[config.mk]
export PLATFORM = sky130hd
export DESIGN_NAME = data_mem_access_unit_flat
export DESIGN_NICKNAME = d
export VERILOG_FILES = /design/src/rtl/data_mem_access_unit_if.sv /design/src/rtl/data_mem_access_unit.sv /design/src/flat_wrapper.sv
export SDC_FILE = /design/constraint.sdc
export NUM_CORES = 1
export LEC_CHECK = 0
export BUFFER_PORTS_ARGS = -buffer_cell sky130_fd_sc_hd__buf_2
export CELL_PAD_IN_SITES_DETAIL_PLACEMENT = 1
export CELL_PAD_IN_SITES_GLOBAL_PLACEMENT = 2
export CORE_ASPECT_RATIO = 1.2
export CORE_MARGIN = 2
export CORE_UTILIZATION = 34
export DETAILED_ROUTE_END_ITERATION = 12
export HOLD_SLACK_MARGIN = 0.15
export PLACE_DENSITY = 0.91
export SLEW_MARGIN = 20
export SYNTH_ARGS = -nofsm -noshare
export SYNTH_HDL_FRONTEND = slang
export SYNTH_SLANG_ARGS = --single-unit
[constraint.sdc]
create_clock -name clk -period 3.6 [get_ports clk]
set_clock_uncertainty 0.2 [all_clocks]
set_input_delay 0.72 -clock clk [delete_from_list [all_inputs] [get_ports clk]]
set_output_delay 0.72 -clock clk [all_outputs]
set_load 0.005 [all_outputs]
[src/rtl/data_mem_access_unit_if.sv]
// Bus bundle for data_mem_access_unit: core request/response side and
// 32-bit data memory beat side (req/ack).
//   req_*  : core -> unit request (valid/ready handshake)
//   rsp_*  : unit -> core one-cycle response pulse
//   mem_*  : unit <-> memory beat handshake (req held until ack)
// slave  : seen from the unit
// master : seen from the core/memory environment
interface data_mem_access_unit_if #(
    parameter int ADDR_W = 64
);
    logic              req_valid;
    logic              req_ready;
    logic              req_we;
    logic [ADDR_W-1:0] req_addr;
    logic [1:0]        req_size;
    logic              req_signed;
    logic [63:0]       req_wdata;

    logic              rsp_valid;
    logic [63:0]       rsp_rdata;
    logic              rsp_err;

    logic              mem_req;
    logic              mem_we;
    logic [ADDR_W-1:0] mem_addr;
    logic [3:0]        mem_be;
    logic [31:0]       mem_wdata;
    logic              mem_ack;
    logic [31:0]       mem_rdata;

    modport slave (
        input  req_valid, req_we, req_addr, req_size, req_signed, req_wdata,
        input  mem_ack, mem_rdata,
        output req_ready, rsp_valid, rsp_rdata, rsp_err,
        output mem_req, mem_we, mem_addr, mem_be, mem_wdata
    );

    modport master (
        output req_valid, req_we, req_addr, req_size, req_signed, req_wdata,
        output mem_ack, mem_rdata,
        input  req_ready, rsp_valid, rsp_rdata, rsp_err,
        input  mem_req, mem_we, mem_addr, mem_be, mem_wdata
    );
endinterface

[src/rtl/data_mem_access_unit.sv]
// Load/store unit: one 64-bit load/store at a time performed on a 32-bit
// req/ack data memory, with lane selection, byte enables, extension,
// two-beat doubleword split, misalignment and beat-timeout errors.
// Ports:
//   clk   : rising-edge clock
//   reset : asynchronous, active-low
//   bus   : data_mem_access_unit_if.slave (req_*, rsp_*, mem_*)
module data_mem_access_unit #(
    parameter int ADDR_W  = 64,
    parameter int TIMEOUT = 255
) (
    input  logic                    clk,
    input  logic                    reset,
    data_mem_access_unit_if.slave   bus
);

    typedef enum logic [1:0] {
        IDLE  = 2'd0,
        BEAT0 = 2'd1,
        BEAT1 = 2'd2,
        RESP  = 2'd3
    } state_t;

    // Last count value at which a beat may still be acked.
    localparam logic [15:0] CNT_LAST = 16'(TIMEOUT - 1);

    state_t            state;
    state_t            state_nx;

    logic              we_q;
    logic              signed_q;
    logic [ADDR_W-1:0] addr_q;
    logic [1:0]        size_q;
    logic [63:0]       wdata_q;
    logic [31:0]       low_q;
    logic [15:0]       cnt_q;
    logic [63:0]       rdata_q;
    logic              err_q;

    logic              accept;
    logic              aligned;
    logic              in_beat;
    logic              last_beat;
    logic              timed_out;
    logic [ADDR_W-1:0] base_addr;
    logic [3:0]        be0;
    logic [31:0]       wdata0;
    logic [63:0]       load_val;

    function automatic logic [63:0] extract(
        input logic [31:0] w,
        input logic [1:0]  lane,
        input logic [1:0]  size,
        input logic        sgn
    );
        logic [31:0] sh;
        logic [63:0] v;
        sh = w >> {lane, 3'b000};
        unique case (size)
            2'b00:   v = sgn ? {{56{sh[7]}}, sh[7:0]}
                         : {56'd0, sh[7:0]};
            2'b01:   v = sgn ? {{48{sh[15]}}, sh[15:0]}
                         : {48'd0, sh[15:0]};
            default: v = sgn ? {{32{sh[31]}}, sh}
                         : {32'd0, sh};
        endcase
        return v;
    endfunction

    assign accept  = (state == IDLE) && bus.req_valid;
    assign in_beat = (state == BEAT0) || (state == BEAT1);

    always_comb begin
        unique case (bus.req_size)
            2'b00:   aligned = 1'b1;
            2'b01:   aligned = ~bus.req_addr[0];
            2'b10:   aligned = (bus.req_addr[1:0] == 2'b00);
            default: aligned = (bus.req_addr[2:0] == 3'b000);
        endcase
    end

    assign base_addr = {addr_q[ADDR_W-1:2], 2'b00};
    assign last_beat = (state == BEAT1) || (size_q != 2'b11);
    // Ack in the same cycle as the final count wins over timeout.
    assign timed_out = in_beat && !bus.mem_ack && (cnt_q == CNT_LAST);

    always_comb begin
        unique case (size_q)
            2'b00: begin
                be0    = 4'b0001 << addr_q[1:0];
                wdata0 = {4{wdata_q[7:0]}};
            end
            2'b01: begin
                be0    = 4'b0011 << addr_q[1:0];
                wdata0 = {2{wdata_q[15:0]}};
            end
            default: begin
                be0    = 4'b1111;
                wdata0 = wdata_q[31:0];
            end
        endcase
    end

    always_comb begin
        if (we_q) begin
            load_val = 64'd0;
        end else if (state == BEAT1) begin
            load_val = {bus.mem_rdata, low_q};
        end else begin
            load_val = extract(bus.mem_rdata, addr_q[1:0], size_q, signed_q);
        end
    end

    always_ff @(posedge clk or negedge reset) begin
        if (!reset) begin
            state <= IDLE;
        end else begin
            state <= state_nx;
        end
    end

    always_comb begin
        state_nx      = state;
        bus.req_ready = 1'b0;
        bus.rsp_valid = 1'b0;
        bus.mem_req   = 1'b0;
        bus.mem_we    = 1'b0;
        bus.mem_addr  = '0;
        bus.mem_be    = 4'b0000;
        bus.mem_wdata = 32'd0;
        unique case (state)
            IDLE: begin
                bus.req_ready = 1'b1;
                if (bus.req_valid) begin
                    state_nx = aligned ? BEAT0 : RESP;
                end
            end
            BEAT0: begin
                bus.mem_req   = 1'b1;
                bus.mem_we    = we_q;
                bus.mem_addr  = base_addr;
                bus.mem_be    = be0;
                bus.mem_wdata = wdata0;
                if (bus.mem_ack) begin
                    state_nx = (size_q == 2'b11) ? BEAT1 : RESP;
                end else if (timed_out) begin
                    state_nx = RESP;
                end
            end
            BEAT1: begin
                bus.mem_req   = 1'b1;
                bus.mem_we    = we_q;
                bus.mem_addr  = base_addr + ADDR_W'(4);
                bus.mem_be    = 4'b1111;
                bus.mem_wdata = wdata_q[63:32];
                if (bus.mem_ack || timed_out) begin
                    state_nx = RESP;
                end
            end
            RESP: begin
                bus.rsp_valid = 1'b1;
                state_nx      = IDLE;
            end
            default: begin
                state_nx = IDLE;
            end
        endcase
    end

    always_ff @(posedge clk or negedge reset) begin
        if (!reset) begin
            we_q     <= 1'b0;
            signed_q <= 1'b0;
            addr_q   <= '0;
            size_q   <= 2'b00;
            wdata_q  <= 64'd0;
            low_q    <= 32'd0;
            cnt_q    <= 16'd0;
            rdata_q  <= 64'd0;
            err_q    <= 1'b0;
        end else begin
            if (accept) begin
                we_q     <= bus.req_we;
                signed_q <= bus.req_signed;
                addr_q   <= bus.req_addr;
                size_q   <= bus.req_size;
                wdata_q  <= bus.req_wdata;
            end

            // Each beat starts counting from zero.
            if (state == IDLE) begin
                cnt_q <= 16'd0;
            end else if (in_beat) begin
                cnt_q <= bus.mem_ack ? 16'd0 : cnt_q + 16'd1;
            end

            if ((state == BEAT0) && bus.mem_ack) begin
                low_q <= bus.mem_rdata;
            end

            // Response registers change only when a new response is formed.
            if (accept && !aligned) begin
                rdata_q <= 64'd0;
                err_q   <= 1'b1;
            end else if (in_beat && bus.mem_ack && last_beat) begin
                rdata_q <= load_val;
                err_q   <= 1'b0;
            end else if (timed_out) begin
                rdata_q <= 64'd0;
                err_q   <= 1'b1;
            end
        end
    end

    assign bus.rsp_rdata = rdata_q;
    assign bus.rsp_err   = err_q;

endmodule

[src/flat_wrapper.sv]
// flat-port wrapper written by rule: the top's interface ports become plain ports
module data_mem_access_unit_flat 
#(
    parameter int ADDR_W  = 64,
    parameter int TIMEOUT = 255
)
  (clk, reset, bus_req_valid, bus_req_we, bus_req_addr, bus_req_size, bus_req_signed, bus_req_wdata, bus_mem_ack, bus_mem_rdata, bus_req_ready, bus_rsp_valid, bus_rsp_rdata, bus_rsp_err, bus_mem_req, bus_mem_we, bus_mem_addr, bus_mem_be, bus_mem_wdata);
  data_mem_access_unit_if #(.ADDR_W(ADDR_W)) bus_i ();
  input  logic clk;
  input  logic reset;
  input wire logic [$bits(bus_i.req_valid)-1:0] bus_req_valid;
  input wire logic [$bits(bus_i.req_we)-1:0] bus_req_we;
  input wire logic [$bits(bus_i.req_addr)-1:0] bus_req_addr;
  input wire logic [$bits(bus_i.req_size)-1:0] bus_req_size;
  input wire logic [$bits(bus_i.req_signed)-1:0] bus_req_signed;
  input wire logic [$bits(bus_i.req_wdata)-1:0] bus_req_wdata;
  input wire logic [$bits(bus_i.mem_ack)-1:0] bus_mem_ack;
  input wire logic [$bits(bus_i.mem_rdata)-1:0] bus_mem_rdata;
  output wire logic [$bits(bus_i.req_ready)-1:0] bus_req_ready;
  output wire logic [$bits(bus_i.rsp_valid)-1:0] bus_rsp_valid;
  output wire logic [$bits(bus_i.rsp_rdata)-1:0] bus_rsp_rdata;
  output wire logic [$bits(bus_i.rsp_err)-1:0] bus_rsp_err;
  output wire logic [$bits(bus_i.mem_req)-1:0] bus_mem_req;
  output wire logic [$bits(bus_i.mem_we)-1:0] bus_mem_we;
  output wire logic [$bits(bus_i.mem_addr)-1:0] bus_mem_addr;
  output wire logic [$bits(bus_i.mem_be)-1:0] bus_mem_be;
  output wire logic [$bits(bus_i.mem_wdata)-1:0] bus_mem_wdata;
  assign bus_i.req_valid = bus_req_valid;
  assign bus_i.req_we = bus_req_we;
  assign bus_i.req_addr = bus_req_addr;
  assign bus_i.req_size = bus_req_size;
  assign bus_i.req_signed = bus_req_signed;
  assign bus_i.req_wdata = bus_req_wdata;
  assign bus_i.mem_ack = bus_mem_ack;
  assign bus_i.mem_rdata = bus_mem_rdata;
  assign bus_req_ready = bus_i.req_ready;
  assign bus_rsp_valid = bus_i.rsp_valid;
  assign bus_rsp_rdata = bus_i.rsp_rdata;
  assign bus_rsp_err = bus_i.rsp_err;
  assign bus_mem_req = bus_i.mem_req;
  assign bus_mem_we = bus_i.mem_we;
  assign bus_mem_addr = bus_i.mem_addr;
  assign bus_mem_be = bus_i.mem_be;
  assign bus_mem_wdata = bus_i.mem_wdata;
  data_mem_access_unit #(.ADDR_W(ADDR_W), .TIMEOUT(TIMEOUT)) u_core (.clk(clk), .reset(reset), .bus(bus_i));
endmodule
==> summary.md, run 1 <==
| Metric | Value |
|---|---|
| Routed len/inst | 22.78 um |
| Ys async rst share | 100.0% |
| Register area share after synthesis | 45.32% |
| Num rows | 80 |
| Post-place setup slack | 0.2900 ns |
| Initial Util | 34.41% |
| DRC viols | 0 |
| Fillers | 4564 |
| Via-to-Cell Ratio | 5.607 |
| Final Max Tran Viols | 0 |
| Die Wd | 186.8 um |
| Max Fanout on Critical Path | 6 |
| Max frequency | 281.1 MHz |
| Placed Area | 15930 um^2 |
| HP Class | primary input to flop |
| Initial antenna violation count | 6 |
| Reg clk slew, reported paths | 0.06 ns |
| Tightest Pin Transition | 0.9256 ns |
| Placer congestion estimate | 0.8495 |
| Die area | 41740 um^2 |
| Distinct cells, synth | 76 |
| Post-synth EDFFs | 0 |
| Synth top area cells | dfrtp_1, mux2_2, o21ai_0, a22o_1, a21oi_1 |
| Storage cell area | 6213 um^2 |
| Die Y | 223.4 um |
| #FFs+latches synth | 247 |
| Max-slew headroom | 38.29% |
| Multi-input gate area | 7171 um^2 |
| Tmin final | 3.558 ns |
| IO Pins | 337 |
| Crit share post-route | 98.82% |
| Fin worst setup slack | 0.04235 ns |
| Critical path class | flop to output port |
| Crit end category | output port |
| Clock Path Buffers | 3 |
| Cells after Synth | 1328 |
| Global-route wire length before repair | 79560 um |
| Port Buffer Count | 334 |
| Yosys top cell area share | 45.32% |
| Leak | 8.132 nW |
| PD cells | 926.8 nW/um^2 |
| Worst hold path endpoint | u_core.wdata_q[45] |
| R2r startpoint | u_core.state[0] |
| Hold path cells | 2 |
| Most frequent cells after synthesis | dfrtp_1, mux2_2, nand2_1 |
| WL final | 51650 um |
| Tot GR Track Use | 24.10% |
| Core area | 39640 um^2 |
| # H-tree levels | 1 |
| CTS root buf | clkbuf_16 |
| 1st-iter DRT viols | 657 |
| Remaining Overflow, GRT | 0 |
| Area leader, netlist | dfrtp_1 |
| CP Launch Type | flop |
| CTS tree | yes |
| Max-Cap Viols | 0 |
| Peak VDD IR | 0.4596 mV |
| Most common cell in the netlist | dfrtp_1 |
| Final Setup Violations | 0 |
| CP required | 2.68 ns |
| Avg Cell Area, Syn | 10.27 um^2 |
| Drt first pass iters | 5 |
| Nets | 1888 |
| Post-synthesis instance area | 13640 um^2 |
| Reg2reg setup slack | 0.59 ns |
| Synth Flop Type | dfrtp_1 |
| Synth Warn # | 0 |
| Clock Latency Late Sink | 0.59 ns |
| Hpwl dp | 35420 um |
| Largest net degree at the start of global routing | 135 |
| Worst hold start | bus_req_wdata[45] |
| Area Growth Syn to Fin | 31.58% |
| Crit path arrival time | 2.64 ns |
| Worst reg2reg path endpoint | u_core.bus.rsp_rdata[56] |
| Status | finished clean |
| Via count | 12.72k |
| RSZ-0062 raised after global routing | yes |
| Final ANT Viol Nets | 0 |
| CTS Buf Count | 30 |
| Reg2Reg Depth | 9 |
| Num Clock Sinks | 247 |
| Post-route cell area | 17940 um^2 |
| Number of global-route vias before repair | 13.61k |
| Layout cells sized above 1 | 41.00% |
| Final Hold Fails | 0 |
## layout make-up
cell class,instances,share of cell area (%)
tap,533,3.716
clock inverter,12,0.8367
sequential,247,34.63
timing repair buffer,451,15.61
inverter,19,0.4114
antenna,1,0.01395
clock buffer,42,4.825
multi-input combinational,963,39.96
## cells by family (layout without fill, tap and decap cells)
family | Yosys count | after routing | synth area share, %
AND/OR/NAND/NOR | 395 | 396 | 15.52
AO/OA/AOI/OAI | 350 | 350 | 17.59
flip-flops | 247 | 247 | 45.32
multiplexers | 200 | 200 | 16.29
buffers and inverters | 120 | 524 | 4.064
adder cells (fa/ha/maj) | 8 | 8 | 0.7340
XOR/XNOR | 7 | 7 | 0.4496
other | 1 | 3 | 0.02750
## critical path, cell delays in order (launching register included)
cell     delay, ns
dfrtp_2       0.43
nand4_1       0.16
nor4_4        0.38
buf_4         0.23
nand3_2       0.16
or4_1         0.49
nand3_1       0.10
buf_2         0.11
## repair_timing
| item | in CTS | in global routing |
|---|---|---|
| setup buffers | 14 | 14 |
| gates resized for setup | 50 | 34 |
| cloned | 2 | 1 |
| endpoints found under the hold margin | 117 | 0 |
| setup endpoints to repair | 68 | 43 |
| pin swaps | 12 | 17 |
| hold buffers | 44 | 0 |
## through the flow
step | hold WS (ns) | util [%] | std cells | total power, mW | setup TNS, ns
floorplan | 0.2244 | - | 1329 | 9.804 | 0
global placement | 0.2706 | 40.20 | 2138 | 12.62 | 0
detailed placement | 0.2690 | 40.20 | 2138 | 12.93 | 0
CTS | 0.1504 | 44.64 | 2252 | 16.46 | -0.003468
global route | 0.1520 | 45.27 | 2268 | 17.67 | -0.2086
finish | 0.1733 | 45.27 | 2268 | 16.63 | 0
## worst max path at each step
stage / slack (ns) / from / end / cells after the start
5_1_grt: -0.06 / u_core.addr_q[13] / bus_mem_addr[32] / 7
4_1_cts: -0.003 / u_core.addr_q[19] / bus_mem_addr[61] / 7
3_3_place_gp: 0.33 / u_core.addr_q[10] / bus_mem_addr[38] / 7
2_1_floorplan: 0.46 / u_core.state[0] / bus_mem_addr[42] / 8
3_5_place_dp: 0.29 / u_core.state[0] / bus_mem_addr[61] / 8
6_report: 0.04 / u_core.addr_q[19] / bus_mem_addr[32] / 7
## state kept, by name, summed over array words and instances, names as in the netlist
register,count
u_core.bus.rsp_err,1
u_core.state,2
u_core.low_q,32
u_core.signed_q,1
u_core.cnt_q,16
u_core.addr_q,64
u_core.size_q,2
u_core.bus.rsp_rdata,64
u_core.wdata_q,64
u_core.we_q,1
## cell usage in the layout (no fill, tap or decap), types with 41 or more instances in the layout
master	count
buf_2	333
dfrtp_1	221
mux2_2	166
nand2_1	83
nor2_1	82
o21ai_0	81
a21oi_1	68
buf_4	59
dlygate4sd3_1	44
nand3_1	41
a22o_1	41
## routing by layer
metal | vias to the layer above | GRT usage, % | wire length [um] | share of wire [%]
met1 | 6511 | 28.19 | 20350 | 39
met4 | 10 | 10.22 | 2243 | 4.3
met5 | - | 0 | 58 | 0.11
met3 | 116 | 4.609 | 2820 | 5.5
met2 | 394 | 43.04 | 26190 | 51
li1 | 5686 | - | - | -
## power breakdown
part / leakage, nW / internal [mW] / switching [mW]
sequential: 3.03 / 4.08 / 1.32
combinational: 4.62 / 3.64 / 4.47
clock: 0.490 / 1.82 / 1.29
total: 8.13 / 9.54 / 7.09
(Power assumes the default switching activity.)
==> run 2, diff against run 1 <==
--- a/config.mk
+++ b/config.mk
@@ -13,7 +13,7 @@
 export CORE_UTILIZATION = 34
 export DETAILED_ROUTE_END_ITERATION = 12
 export HOLD_SLACK_MARGIN = 0.15
-export PLACE_DENSITY = 0.91
+export PLACE_DENSITY_LB_ADDON = 0.12
 export SLEW_MARGIN = 20
 export SYNTH_ARGS = -nofsm -noshare
 export SYNTH_HDL_FRONTEND = slang
==> run 2 against run 1 <==
- final cell count rose by 0.44%
- setup slack improved by 0.0072 ns
- global-route usage fell by 1.0 points
- sequential share of layout area barely moved
- sequential cell count did not move
- critical endpoint is now bus_mem_addr[63]
- sequential power fell by 3%
- clock power rose by 3%
- highest routed layer unchanged
==> summary.md, run 2 (synthesized netlist as in run 1, its figures left out) <==
| Metric | Value |
|---|---|
| Max Fanout on Critical Path | 6 |
| Clock Latency Late Sink | 0.57 ns |
| Crit share post-route | 98.62% |
| Final ANT Viol Nets | 0 |
| Tot GR Track Use | 23.07% |
| Nets | 1896 |
| Routed len/inst | 21.67 um |
| Tightest Pin Transition | 1.006 ns |
| Max frequency | 281.7 MHz |
| Fillers | 4559 |
| Initial Util | 34.41% |
| Final Setup Violations | 0 |
| Hpwl dp | 34810 um |
| Slowest CP cell | or4_1 |
| Status | finished clean |
| Die Wd | 186.8 um |
| CP cell instances | nand3_2, nor4_4, buf_4, buf_8, nand4_2, or4_1, nand3_1, buf_2 |
| Critical path class | flop to output port |
| Crit end category | output port |
| Number of global-route vias before repair | 12.69k |
| CP required | 2.68 ns |
| Largest net degree at the start of global routing | 135 |
| 1st-iter DRT viols | 542 |
| PD cells | 915.1 nW/um^2 |
| Dpl cells | 2144 |
| Via-to-Cell Ratio | 5.363 |
| Num Clock Sinks | 247 |
| Hold Slack | 0.1776 ns |
| Global-route wire length before repair | 76400 um |
| CP bufs+invs | 3 |
| HP Class | primary input to flop |
| CTS root buf | clkbuf_16 |
| Tmin final | 3.550 ns |
| Layout cells sized above 1 | 40.91% |
| Commonest non-fill, non-tap cell in the layout | buf_2 |
| Met3 GRT Util | 4.578% |
| Num rows | 80 |
| Post-Layout Cell Count | 2278 |
| Gr busiest metal | met2 |
| Final Max Tran Viols | 0 |
| M2 GR Usage | 38.48% |
| Port Buffer Count | 334 |
| Area Growth Syn to Fin | 31.45% |
| Leak | 8.164 nW |
| Drt first pass iters | 5 |
| Fin worst setup slack | 0.04955 ns |
| Post-place setup slack | 0.3279 ns |
| DRC viols | 0 |
| Initial antenna violation count | 5 |
| WL final | 49360 um |
| Delay-heaviest family, CP | simple AND/OR/NAND/NOR gates |
| Max-slew headroom | 32.90% |
| Core area | 39640 um^2 |
| Fin util | 45.23% |
| Crit path largest cell delay | 0.49 ns |
| # H-tree levels | 1 |
| Most frequent cells in the layout | buf_2, dfrtp_1, mux2_2 |
| Clock Path Buffers | 3 |
| Setup TNS | 0 ns |
| Placer congestion estimate | 0.8036 |
| IO Pins | 337 |
| CTS Buf Count | 30 |
| Via count | 12.22k |
| Die area | 41740 um^2 |
| Die Y | 223.4 um |
| CTS tree | yes |
| RSZ-0062 raised after global routing | yes |
| Max-Cap Viols | 0 |
| Crit path arrival time | 2.63 ns |
| CP Launch Type | flop |
| Peak VDD IR | 0.5815 mV |
| Reg clk slew, reported paths | 0.06 ns |
| Final Hold Fails | 0 |
| Routing usage on met1 | 31.03% |
| Remaining Overflow, GRT | 0 |
-- run 2: cell count changes in the layout (fill, tap and decap cells not counted), sizes merged --
| cell | before | now |
|---|---|---|
| nand4 | 29 | 30 |
| diode | 1 | 2 |
| bufinv | 2 | 4 |
| clkinv | 9 | 6 |
| buf | 406 | 419 |
| inv | 17 | 18 |
| nor2 | 88 | 87 |
| dlygate4sd3 | 44 | 40 |
-- run 2: path summary, 6_finish.rpt --
kind	startpoint	end	slack, ns	depth (start not counted)
setup / recovery	u_core.addr_q[23]	bus_mem_addr[63]	0.05	8
hold / removal	bus_req_wdata[38]	u_core.wdata_q[38]	0.18	2
setup reg to reg	u_core.state[0]	u_core.bus.rsp_rdata[50]	0.78	8
hold reg to reg	u_core.bus.rsp_rdata[13]	u_core.bus.rsp_rdata[13]	0.28	1
max in group asynchronous	reset	u_core.addr_q[33]	1.68	3
min in group asynchronous	reset	u_core.bus.rsp_rdata[61]	0.48	2
-- run 2: worst reg2reg max path, cell delays in order (launching register included) --
cell and delay, ns:
dfrtp_2 0.39, inv_2 0.08, ha_4 0.33, nand2_1 0.08
a21o_1 0.19, or3_1 0.57, a211oi_4 0.29, buf_4 0.40
a22o_1 0.22
-- run 2: repair_timing --
item / in CTS / in global routing
pin swaps: 8 / 18
resized for setup: 24 / 39
endpoints found under the setup margin: 50 / 40
hold buffers: 40 / 0
endpoints found under the hold margin: 95 / 0
buffers inserted: 13 / 23
gates cloned: 0 / 2
-- run 2: stage by stage --
stage	cell area (um^2)	total power, mW
after floorplan	13640	9.804
after global placement	15990	12.74
after detailed placement	15990	12.90
after CTS	17640	16.41
after global routing	17930	17.58
final	17930	16.41
-- run 2: power breakdown --
group	leakage [nW]	switching [mW]	internal, mW
Clock	0.509	1.23	1.98
Combinational	4.62	4.34	3.61
Sequential	3.03	1.17	4.07
-- run 2: cell type report --
class                      count  area, um^2  share of cell area, %
multi-input combinational    963        7103                  39.62
sequential                   247        6205                  34.61
timing repair buffer         459        2823                  15.75
clock buffer                  43       880.8                  4.913
tap                          533       666.9                  3.720
clock inverter                12       167.7                 0.9352
inverter                      19       76.32                 0.4257
antenna                        2       5.005                0.02792
-- run 2: layer usage --
metal / up-vias / routed length (um)
met3: 48 / 2565
met1: 6168 / 22080
met5: - / 21
li1: 5720 / -
met4: 4 / 850
met2: 278 / 23850
==> run 3, diff against run 2 <==
--- a/config.mk
+++ b/config.mk
@@ -11,6 +11,7 @@
 export CORE_ASPECT_RATIO = 1.2
 export CORE_MARGIN = 2
 export CORE_UTILIZATION = 34
+export CTS_CLUSTER_SIZE = 24
 export DETAILED_ROUTE_END_ITERATION = 12
 export HOLD_SLACK_MARGIN = 0.15
 export PLACE_DENSITY_LB_ADDON = 0.12
==> constraint.sdc (replaced) <==
create_clock -name clk -period 3.6 [get_ports clk]
set_clock_uncertainty 0.2 [all_clocks]
set_input_delay 0.36 -clock clk [delete_from_list [all_inputs] [get_ports clk]]
set_output_delay 0.36 -clock clk [all_outputs]
set_load 0.005 [all_outputs]
==> run 3 against run 2 <==
- register-to-register slack worse by 0.57 ns
- final cell count rose by 3.6%
- combinational power shrank 1%
- maximum frequency up 2.3%
- via count up 3.6%
==> summary.md, run 3 (synthesized netlist as in run 1, its figures left out) <==
| Metric | Value |
|---|---|
| Drt first pass iters | 4 |
| CP required | 3.04 ns |
| Max frequency | 288.0 MHz |
| Critical path class | flop to output port |
| Area Growth Syn to Fin | 36.56% |
| Crit end category | output port |
| Initial Util | 34.41% |
| Number of global-route vias before repair | 13.59k |
| Final Setup Violations | 0 |
| Crit share post-route | 96.45% |
| DRC viols | 0 |
| Remaining Overflow, GRT | 0 |
| Layout cells sized above 1 | 34.23% |
| Die Wd | 186.8 um |
| Tightest Pin Transition | 0.9005 ns |
| Clock Latency Late Sink | 0.57 ns |
| Fin util | 46.99% |
| Final Hold Fails | 0 |
| Peak VDD IR | 0.5370 mV |
| Commonest non-fill, non-tap cell in the layout | buf_2 |
| ANT cells | 0 |
| Initial antenna violation count | 2 |
| CTS Buf Count | 29 |
| Hpwl dp | 34770 um |
| CTS root buf | clkbuf_16 |
| Most frequent cells in the layout | buf_2, dfrtp_1, dlygate4sd3_1 |
| Hold Slack | 0.1916 ns |
| Routed len/inst | 21.74 um |
| CP Launch Type | flop |
| Max-slew headroom | 39.97% |
| Final Max Tran Viols | 0 |
| Placer congestion estimate | 0.8268 |
| Num rows | 80 |
| PD cells | 863.2 nW/um^2 |
| Num Clock Sinks | 247 |
| Global-route wire length before repair | 79990 um |
| Tot GR Track Use | 24.23% |
| Tmin final | 3.472 ns |
| Max Fanout on Critical Path | 7 |
| Via-to-Cell Ratio | 5.367 |
| Reg clk slew, reported paths | 0.06 ns |
| 1st-iter DRT viols | 610 |
| Final ANT Viol Nets | 0 |
| HP Class | primary input to async pin |
| # H-tree levels | 1 |
| IO Pins | 337 |
| Core area | 39640 um^2 |
| WL final | 51290 um |
| Port Buffer Count | 334 |
| Via count | 12.66k |
| Die area | 41740 um^2 |
| Nets | 1982 |
| Max-Cap Viols | 0 |
| Crit path arrival time | 2.91 ns |
| Die Y | 223.4 um |
| Leak | 8.426 nW |
| Clock Path Buffers | 3 |
| Largest net degree at the start of global routing | 135 |
| Status | finished clean |
| CTS tree | yes |
run 3: cell count changes in the layout (fill, tap and decap cells not counted), sizes merged:
cell | previous run | this run
buf | 419 | 378
clkinv | 6 | 5
clkbuf | 43 | 45
clkinvlp | 3 | 0
diode | 2 | 0
dlygate4sd3 | 40 | 169
bufinv | 4 | 2
nand4 | 30 | 29
run 3: through the flow:
| stage | setup TNS, ns | total power, mW | setup slack [ns] | instances | area (um^2) |
|---|---|---|---|---|---|
| finish | 0 | 16.08 | 0.1279 | 2359 | 18620 |
| global route | -0.01495 | 17.22 | -0.01495 | 2359 | 18620 |
| CTS | 0 | 16.14 | 0.001628 | 2356 | 18570 |
| detailed placement | 0 | 12.93 | 0.5294 | 2136 | 15940 |
| global placement | 0 | 12.74 | 0.5616 | 2136 | 15940 |
| floorplan | 0 | 9.804 | 0.8205 | 1329 | 13640 |
run 3: timing repair:
| action | in CTS | in global routing |
|---|---|---|
| hold buffers | 169 | 0 |
| hold endpoints to repair | 298 | 0 |
| setup buffers | 0 | 3 |
| endpoints found under the setup margin | 8 | 42 |
| gates resized for setup | 4 | 7 |
| pin swaps | 1 | 2 |
run 3: layout make-up:
| class | instances | area, um^2 |
|---|---|---|
| clock buffer | 45 | 845.8 |
| clock inverter | 6 | 83.83 |
| fill | 4501 | 21010 |
| inverter | 19 | 72.57 |
| multi-input combinational | 962 | 6989 |
| sequential | 247 | 6183 |
| tap | 533 | 666.9 |
| timing repair buffer | 547 | 3782 |
run 3: critical path, stage by stage, from the launching register on:
cell and delay [ns]:
dfrtp_1 0.44, inv_1 0.12, ha_1 0.36, buf_4 0.23, inv_2 0.13, nor2_4 0.18, buf_4 0.18, nand3_1 0.07
or4_1 0.40, nand3_1 0.10, buf_2 0.12
run 3: path summary, 6_finish.rpt:
path | cells past startpoint | endpoint | slack (ns) | from
min | 2 | u_core.bus.rsp_rdata[61] | 0.19 | reset
min reg2reg | 1 | u_core.bus.rsp_rdata[7] | 0.29 | u_core.bus.rsp_rdata[7]
max | 10 | bus_mem_addr[61] | 0.13 | u_core.state[1]
min in group clk | 1 | u_core.bus.rsp_rdata[7] | 0.29 | u_core.bus.rsp_rdata[7]
max reg2reg | 10 | u_core.state[1] | 0.21 | u_core.state[1]
max in group asynchronous | 3 | u_core.addr_q[26] | 2.13 | reset
run 3: layer usage:
| metal | vias up | part of all wire [%] | GRT usage (%) |
|---|---|---|---|
| li1 | 5880 | - | - |
| met1 | 6360 | 44 | 31.81 |
| met2 | 339 | 49 | 41.14 |
| met3 | 77 | 4.4 | 3.524 |
| met4 | 4 | 2.9 | 7.732 |
| met5 | - | 0.047 | 0 |
run 3: report_power, final:
| group | internal (mW) | switching, mW | leakage [nW] | total [mW] |
|---|---|---|---|---|
| registers | 4.05 | 1.22 | 3.05 | 5.27 |
| logic | 3.51 | 4.34 | 4.92 | 7.85 |
| clock network | 1.74 | 1.21 | 0.457 | 2.95 |
